**src/rtl/traffic_light_ctrl_pkg.sv**
```systemverilog
// Shared types and helpers for the two-way intersection controller:
// phase encodings, lamp patterns and the fixed phase order.
package traffic_light_ctrl_pkg;

    localparam int COUNT_W   = 6;
    localparam int COUNT_MAX = 59;

    typedef enum logic [2:0] {
        NS_GREEN  = 3'd0,
        NS_YELLOW = 3'd1,
        ALLRED_A  = 3'd2,
        EW_GREEN  = 3'd3,
        EW_YELLOW = 3'd4,
        ALLRED_B  = 3'd5
    } state_e;

    localparam logic [2:0] LAMP_R = 3'b100;
    localparam logic [2:0] LAMP_Y = 3'b010;
    localparam logic [2:0] LAMP_G = 3'b001;

    typedef struct packed {
        logic [2:0] ns;
        logic [2:0] ew;
    } lamps_t;

    localparam lamps_t LAMPS_ALL_RED = '{ns: LAMP_R, ew: LAMP_R};

    // Unused encodings fall into ALLRED_B so the cycle recovers through a clearance phase.
    function automatic state_e next_phase(input state_e s);
        state_e n;
        case (s)
            NS_GREEN:  n = NS_YELLOW;
            NS_YELLOW: n = ALLRED_A;
            ALLRED_A:  n = EW_GREEN;
            EW_GREEN:  n = EW_YELLOW;
            EW_YELLOW: n = ALLRED_B;
            ALLRED_B:  n = NS_GREEN;
            default:   n = ALLRED_B;
        endcase
        return n;
    endfunction

    function automatic lamps_t lamps_for(input state_e s);
        lamps_t l;
        case (s)
            NS_GREEN:  l = '{ns: LAMP_G, ew: LAMP_R};
            NS_YELLOW: l = '{ns: LAMP_Y, ew: LAMP_R};
            EW_GREEN:  l = '{ns: LAMP_R, ew: LAMP_G};
            EW_YELLOW: l = '{ns: LAMP_R, ew: LAMP_Y};
            default:   l = LAMPS_ALL_RED;
        endcase
        return l;
    endfunction

    function automatic logic is_green(input state_e s);
        return (s == NS_GREEN) || (s == EW_GREEN);
    endfunction

    function automatic logic is_allred(input state_e s);
        return (s == ALLRED_A) || (s == ALLRED_B);
    endfunction

endpackage

```
**src/rtl/traffic_light_ctrl_tick_gen.sv**
```systemverilog
// Once-per-second strobe: a prescaler counting 0..CLK_HZ-1, with tick high
// combinationally during the last count of each period.
module tick_gen #(
    parameter int CLK_HZ = 100_000_000
) (
    input  logic clk,
    input  logic rst,
    output logic tick
);

    localparam int CNT_W = (CLK_HZ > 1) ? $clog2(CLK_HZ) : 1;
    localparam logic [CNT_W-1:0] LAST = CNT_W'(CLK_HZ - 1);

    logic [CNT_W-1:0] cnt_q;
    logic [CNT_W-1:0] cnt_d;

    always_comb begin
        cnt_d = (cnt_q == LAST) ? '0 : cnt_q + CNT_W'(1);
    end

    // NOTE: flops use non-blocking assignment so every register samples pre-edge values.
    always_ff @(posedge clk or posedge rst) begin
        if (rst) begin
            cnt_q <= '0;
        end else begin
            cnt_q <= cnt_d;
        end
    end

    assign tick = (cnt_q == LAST);

endmodule

```
**src/rtl/traffic_light_ctrl.sv**
```systemverilog
// Two-way intersection controller: phase FSM, per-phase seconds countdown,
// latched pedestrian request that shortens green, and registered lamp drives.
module traffic_light_ctrl
    import traffic_light_ctrl_pkg::*;
#(
    parameter int CLK_HZ    = 100_000_000,
    parameter int GREEN_S   = 30,
    parameter int YELLOW_S  = 4,
    parameter int ALLRED_S  = 2,
    parameter int PED_MIN_S = 5
) (
    input  logic               clk,
    input  logic               rst,
    input  logic               ped_req,
    output logic [2:0]         ns_light,
    output logic [2:0]         ew_light,
    output logic [COUNT_W-1:0] count,
    output logic               ped_wait,
    output logic               tick
);

    if (CLK_HZ < 2) begin : g_bad_clk_hz
        $error("traffic_light_ctrl: CLK_HZ must be >= 2");
    end
    if (GREEN_S < 1 || GREEN_S > COUNT_MAX) begin : g_bad_green
        $error("traffic_light_ctrl: GREEN_S must be 1..59");
    end
    if (YELLOW_S < 1 || YELLOW_S > COUNT_MAX) begin : g_bad_yellow
        $error("traffic_light_ctrl: YELLOW_S must be 1..59");
    end
    if (ALLRED_S < 1 || ALLRED_S > COUNT_MAX) begin : g_bad_allred
        $error("traffic_light_ctrl: ALLRED_S must be 1..59");
    end
    if (PED_MIN_S < 1 || PED_MIN_S > GREEN_S) begin : g_bad_ped_min
        $error("traffic_light_ctrl: PED_MIN_S must be 1..GREEN_S");
    end

    localparam logic [COUNT_W-1:0] GREEN_C   = COUNT_W'(GREEN_S);
    localparam logic [COUNT_W-1:0] YELLOW_C  = COUNT_W'(YELLOW_S);
    localparam logic [COUNT_W-1:0] ALLRED_C  = COUNT_W'(ALLRED_S);
    localparam logic [COUNT_W-1:0] PED_MIN_C = COUNT_W'(PED_MIN_S);

    function automatic logic [COUNT_W-1:0] phase_dur(input state_e s);
        logic [COUNT_W-1:0] d;
        case (s)
            NS_GREEN, EW_GREEN:   d = GREEN_C;
            NS_YELLOW, EW_YELLOW: d = YELLOW_C;
            default:              d = ALLRED_C;
        endcase
        return d;
    endfunction

    state_e             state_q, state_d;
    logic [COUNT_W-1:0] count_q, count_d;
    logic               ped_wait_q, ped_wait_d;
    lamps_t             lamps_q, lamps_d;
    logic               tick_w;

    tick_gen #(
        .CLK_HZ(CLK_HZ)
    ) u_tick_gen (
        .clk  (clk),
        .rst  (rst),
        .tick (tick_w)
    );

    always_ff @(posedge clk or posedge rst) begin
        if (rst) begin
            state_q    <= ALLRED_B;
            count_q    <= ALLRED_C;
            ped_wait_q <= 1'b0;
            lamps_q    <= LAMPS_ALL_RED;
        end else begin
            state_q    <= state_d;
            count_q    <= count_d;
            ped_wait_q <= ped_wait_d;
            lamps_q    <= lamps_d;
        end
    end

    // count <= 1 (not == 1) so a corrupted zero advances instead of wrapping to 63.
    always_comb begin
        // NOTE: every output gets a default first so no path leaves it unassigned (no latch).
        state_d    = state_q;
        count_d    = count_q;
        ped_wait_d = ped_wait_q | ped_req;
        if (tick_w) begin
            if (count_q <= COUNT_W'(1)) begin
                state_d = next_phase(state_q);
                count_d = phase_dur(state_d);
                if (is_allred(state_d) && !ped_req) begin
                    ped_wait_d = 1'b0;
                end
            end else if (is_green(state_q) && ped_wait_q && (count_q > PED_MIN_C)) begin
                count_d = PED_MIN_C;
            end else begin
                count_d = count_q - COUNT_W'(1);
            end
        end
    end

    // Lamps derive from the next state so they register on the same edge as the phase change.
    always_comb begin
        lamps_d = lamps_for(state_d);
    end

    assign ns_light = lamps_q.ns;
    assign ew_light = lamps_q.ew;
    assign count    = count_q;
    assign ped_wait = ped_wait_q;
    assign tick     = tick_w;

endmodule
```
**config.mk**
```make
export PLATFORM = sky130hd
export DESIGN_NAME = traffic_light_ctrl
export DESIGN_NICKNAME = d
export VERILOG_FILES = /design/src/rtl/traffic_light_ctrl_pkg.sv /design/src/rtl/traffic_light_ctrl_tick_gen.sv /design/src/rtl/traffic_light_ctrl.sv
export SDC_FILE = /design/constraint.sdc
export NUM_CORES = 1
export LEC_CHECK = 0
export CELL_PAD_IN_SITES_DETAIL_PLACEMENT = 0
export CELL_PAD_IN_SITES_GLOBAL_PLACEMENT = 1
export CORE_MARGIN = 10
export CORE_UTILIZATION = 45
export DETAILED_ROUTE_END_ITERATION = 6
export HOLD_SLACK_MARGIN = 0.15
export PLACE_DENSITY_LB_ADDON = 0.1
export SLEW_MARGIN = 10
export SYNTH_ARGS = -nofsm -noshare
export SYNTH_HDL_FRONTEND = slang
export SYNTH_HIERARCHICAL = 1
export SYNTH_SLANG_ARGS = --single-unit
```
**constraint.sdc**
```tcl
create_clock -name clk -period 3.1 [get_ports clk]
set_input_delay 0.31 -clock clk [delete_from_list [all_inputs] [get_ports clk]]
set_output_delay 0.31 -clock clk [all_outputs]
set_load 0.05 [all_outputs]
```
== Yosys cells after proc, flatten, opt, wreduce, memory -nomap -nowiden ==
Index checks and enable logic that the tools add are counted.

* Register bits after elaboration: 43
* Bits of input ports: 3
* Output and inout bits: 14
* Logic and storage cells: 48

* Add/sub/neg operators: 2
* Order comparisons: 2
* Equality and inequality tests: 13
* Multiplexer cells: 13
* Bitwise operators: 1
* Reduce and logical (&&, ||, !) cells: 11

{| class="wikitable"
|+ Operators by type and width
! operator !! count
|-
| $add 27x1->27 const B || 1
|-
| $eq 27x27->1 const B || 1
|-
| $mux 27 || 1
|-
| $pmux 6 s4 || 1
|-
| $eq 3x2->1 const B || 5
|-
| $pmux 3 s5 || 1
|-
| $eq 3x3->1 const B || 4
|-
| $mux 3 || 4
|-
| $mux 6 || 2
|-
| $pmux 5 s2 || 1
|-
| $eq 3x1->1 const B || 3
|-
| $logic_not 3->1 || 3
|-
| $gt 6x3->1 const B || 1
|-
| $le 6x1->1 const B || 1
|-
| $sub 6x1->6 const B || 1
|-
| $reduce_or 2->1 || 2
|-
| $logic_and 1x1->1 || 3
|-
| $mux 1 || 3
|-
| $logic_or 1x1->1 || 2
|-
| $logic_not 1->1 || 1
|-
| $or 1x1->1 || 1
|}

== Longest topological paths before layout ==
* Word-level depth: 10
* Depth in mapped cells: 10
* Gate-level depth less buffers: 6

== Hierarchy ==
The synthesis kept the hierarchy.

{| class="wikitable"
|+ Modules (own cells, without submodules)
! module !! instances !! cells each !! area an instance (um2) !! seq. area each (um2)
|-
| tick_gen || 1 || 139 || 1386.3 || 675.6
|-
| traffic_light_ctrl || 1 || 89 || 885.8 || 406.6
|}

== Worst setup path after synthesis ==
Ideal clock, no wire load.

* Kind: register -> register
* From: register u_tick_gen.cnt_q[10]
* To: register count_q[3] (netlist: count[3])
* Setup time: 0.124 ns
* Arrival time: 2.647 ns
* Required time: 2.976 ns
* Path slack: 0.329 ns
* Cell stages (with the launch flop): 10
* Buffers on the path: 4
* Period minus slack after synthesis: 2.771 ns
* Cells stage by stage: dfrtp_1 -> clkbuf_2 -> nor4b_1 -> nand4_1 -> nor4_2 -> buf_2 -> clkbuf_1 -> clkbuf_1 -> o31ai_1 -> a211o_1

* Cells in the longest elaborated chain, start to end: 1

{| class="wikitable"
|+ RTL lines
! what !! RTL line !! RTL
|-
| from (decl) || traffic_light_ctrl_tick_gen.sv:14 || <nowiki>logic [CNT_W-1:0] cnt_q;</nowiki>
|-
| from (signal assigned) || traffic_light_ctrl_tick_gen.sv:26 || <nowiki>cnt_q <= cnt_d;</nowiki>
|-
| $eq 27x27->1 || traffic_light_ctrl_tick_gen.sv:30 || <nowiki>assign tick = (cnt_q == LAST);</nowiki>
|-
| named net tick || traffic_light_ctrl.sv:19 || <nowiki>output logic tick</nowiki>
|-
| to (signal assigned) || traffic_light_ctrl.sv:75 || <nowiki>count_q <= count_d;</nowiki>
|-
| to (decl) || traffic_light_ctrl.sv:54 || <nowiki>logic [COUNT_W-1:0] count_q, count_d;</nowiki>
|}

The timed path passes the listed nets, and every way through them passes these cells.
A chain may end at the register's enable or synchronous reset.

== Worst setup path in the final report ==
* From: register count_q[1] (netlist: count[1])
* To: register count_q[3] (netlist: count[3])

* Cells in the longest elaborated chain, start to end: 4
* Elaborated cells between the ends (all ways): 6
* Those cells by class: 1 x add/sub; 2 x order compare; 2 x mux; 1 x reduce/logical

{| class="wikitable"
|+ RTL lines
! what !! RTL line !! RTL
|-
| $gt 6x3->1 || traffic_light_ctrl.sv:94 || <nowiki>end else if (is_green(state_q) && ped_wait_q && (count_q > PED_MIN_C)) begin</nowiki>
|-
| $logic_and 1x1->1 || traffic_light_ctrl.sv:94 ||
|-
| $mux 6 || traffic_light_ctrl.sv:94 ||
|-
| $mux 6 (*) || traffic_light_ctrl.sv:88 || <nowiki>if (count_q <= COUNT_W'(1)) begin</nowiki>
|}

Every way passes the cells marked *; elsewhere a longest branch is shown, timed or not.

==> reports/results.txt <==
Clock root cell = clkbuf_8
Combinational Power Share = 1.2%
Post-detail-place hpwl = 3550 um
Setup ws final = 589 ps
Drt first-iter violations = 110
Hold Path Class = input port to async pin
Worst reg2reg path startpoint = count[1]
Asr flop ratio synth = 100%
Hold buffers post-CTS = 0
Max_slew headroom = 31.5%
Diodes inserted = 0
Vias in the first global route = 1734
Sequential power share = 51.3%
TritonCTS clock tree = built
Post-CTS Repair Setup Buffers = 0
Synth area leaders = dfrtp_1, dfstp_2, xnor2_1, nand4_1, nand3_1
Synthesis-to-finish area growth = 16.0%
Worst-path fanout max = 10
Gr usage total = 12.3%
Met1 Use GR = 15.3%
CTS buffer count = 5
Status = complete, no violations
CP arrival = 2700 ps
Most used DFF post-synth = dfrtp_1
Largest net degree at the start of global routing = 28
Final ANT Viol Nets = 0
DR vias/cell = 5.76
Crit start category = register
Unrepaired setup endpoints after global routing = false
Initial Utilization = 47.2%
Setup crit start = count[1]
Antenna violations before repair = 0
CP Buf/Inv Count = 1
CP Cell Sequence = inv_1 > ha_1 > or3b_4 > a2111oi_4 > o31ai_1 > a211o_1
Worst-path cell with the longest stage delay = a2111oi_4
Global route hottest layer = met2
Clk sinks = 43
Cell Area, Synth = 0.00227 mm^2
Period minus WS final = 2510 ps
Cts repair resizes = 0
Fin cells = 311
Final Max Slew Viols = 0
Clock buffer depth = 2
Critical path class = register to register
CP max stage delay = 600 ps
Setup Slack @ Placement = 577 ps
Most frequent cell after synthesis = dfrtp_1
Grt met3 use = 3.62%
Die Y = 91.1 um
Grt ovf = 0
First drt pass iteration count = 4
Drt drc = 0
Clk Latency, worst-skew pair = 300 ps
Max-Cap Viols = 0
H-tree depth = 2
FF-to-FF setup slack = 590 ps
Synthesized area per cell = 9.97 um^2
Setup crit end kind = register
Critical path required time = 3290 ps
WL per Instance = 16.0 um
Die Footprint = 0.00829 mm^2
Total Power = 1.09 mW
Peak supply drop = 255 uV
F_max = 398 MHz
Int Power = 884 uW
Library cells used by synthesis = 47
NetSw = 208 uW
Switching portion of total power = 19.1%
Worst slew pin tran = 1030 ps
I/O Pins = 17
Final setup TNS = 0 ps
Grt met2 use = 19.5%
Core area = 0.00482 mm^2
Worst path top cell family by delay = compound AO/OA/AOI/OAI gates
Final Cycle Share = 81.0%
Post-Route WL = 4960 um
Final Hold Violating Endpoints = 0
Clk slew on worst S/H paths = 80 ps
Placer's final routability congestion estimate = 0.897
Die Wd = 91.1 um
First-pass GRT wire length = 8630 um
List of most frequent post-synthesis cells = dfrtp_1, nor2_1, nand3_1, xnor2_1, nand4_1
Syn_nets = 234
Post-synth top area share = 41.9%
Final Net Count = 249
Row cnt = 25
Post-synthesis sequential area ratio = 47.6%
Via count = 1791
IO buf count = 16
Seq cells post-synth = 43
Final setup viols = 0
Clock power frac = 47.5%
Yosys synthesis warning count = 6
Layout cells sized above 1 = 11.1%
Pwr/cell area = 415 mW/mm^2
Post-synth EDFFs = 0
Gate Count Post-Synth = 228
Largest area contributor in the netlist = dfrtp_1
Leakage power = 1.10 nW
Fin Clk Skew = 4.28 ps
Placed Cells = 303
-- registers in the layout, indices dropped and copies added, names as in the netlist --
signal,cells
u_tick_gen/cnt_q,27
ew_light,3
count,6
ns_light,3
ped_wait,1
state_q,3
-- path summary, 6_finish.rpt --
kind | to | depth (start not counted)
worst max-delay path | count[3] | 6
worst min-delay path | ns_light[0] | 2
worst max register to register | count[3] | 6
worst min register to register | u_tick_gen/cnt_q[0] | 1
max in group asynchronous | u_tick_gen/cnt_q[7] | 2
min in group clk | u_tick_gen/cnt_q[0] | 1
-- layout make-up --
cell class,count,area [um^2]
Clock inverter,3,67.6
Sequential cell,43,1080
Timing Repair Buffer,19,180
Fill cell,453,2180
Inverter,8,30.0
Clock buffer,5,68.8
Multi-Input combinational cell,166,1120
Tap cell,67,83.8
-- stage by stage --
stage	cell area, um^2	util [%]	hold WS [ps]
after floorplan	2270	-	220
after global placement	2500	51.9	446
after detailed placement	2500	51.9	451
after CTS	2640	54.7	444
after global routing	2640	54.7	475
final	2640	54.7	431
-- logic make-up (layout without fill, tap and decap cells) --
group | Yosys count | in the layout | share of synthesized area (%)
adders and majority gates | 3 | 3 | 1.65
muxes | 4 | 4 | 1.82
AOI/OAI and AO/OA | 41 | 41 | 12.4
and+or+nand+nor | 99 | 99 | 25.8
DFF | 43 | 43 | 47.6
buffers and inverters | 19 | 35 | 3.36
xor gates and xnor gates | 19 | 19 | 7.32
-- metal layers --
layer	part of all wire [%]	vias up
met5	0	-
met3	3.7	8
li1	-	861
met4	1.5	0
met2	49	31
met1	46	891
-- power groups by stage --
stage | combinational, mW | sequential, mW | clock [mW]
after floorplan | 0.00833 | 0.572 | 0
after global routing | 0.0161 | 0.561 | 0.559
after global placement | 0.0140 | 0.572 | 0
final | 0.0135 | 0.561 | 0.519
after CTS | 0.0145 | 0.561 | 0.533
after detailed placement | 0.0145 | 0.572 | 0
-- placed cells by master, fill, tap and decap left out, drive strengths merged, types with 3 or more instances in the layout --
cell type / count
nand2: 9
clkdlybuf4s50: 15
o21ai: 11
mux2i: 3
dfstp: 5
nor4: 6
nand4: 12
o31ai: 5
or3: 4
a31oi: 4
nand3: 14
dfrtp: 38
xor2: 6
nor4b: 3
nor3: 7
nor2: 16
xnor2: 13
nor2b: 4
a21oi: 9
clkbuf: 5
and2: 5
inv: 8
ha: 3
and3: 8
buf: 4
(Power assumes the default switching activity.)
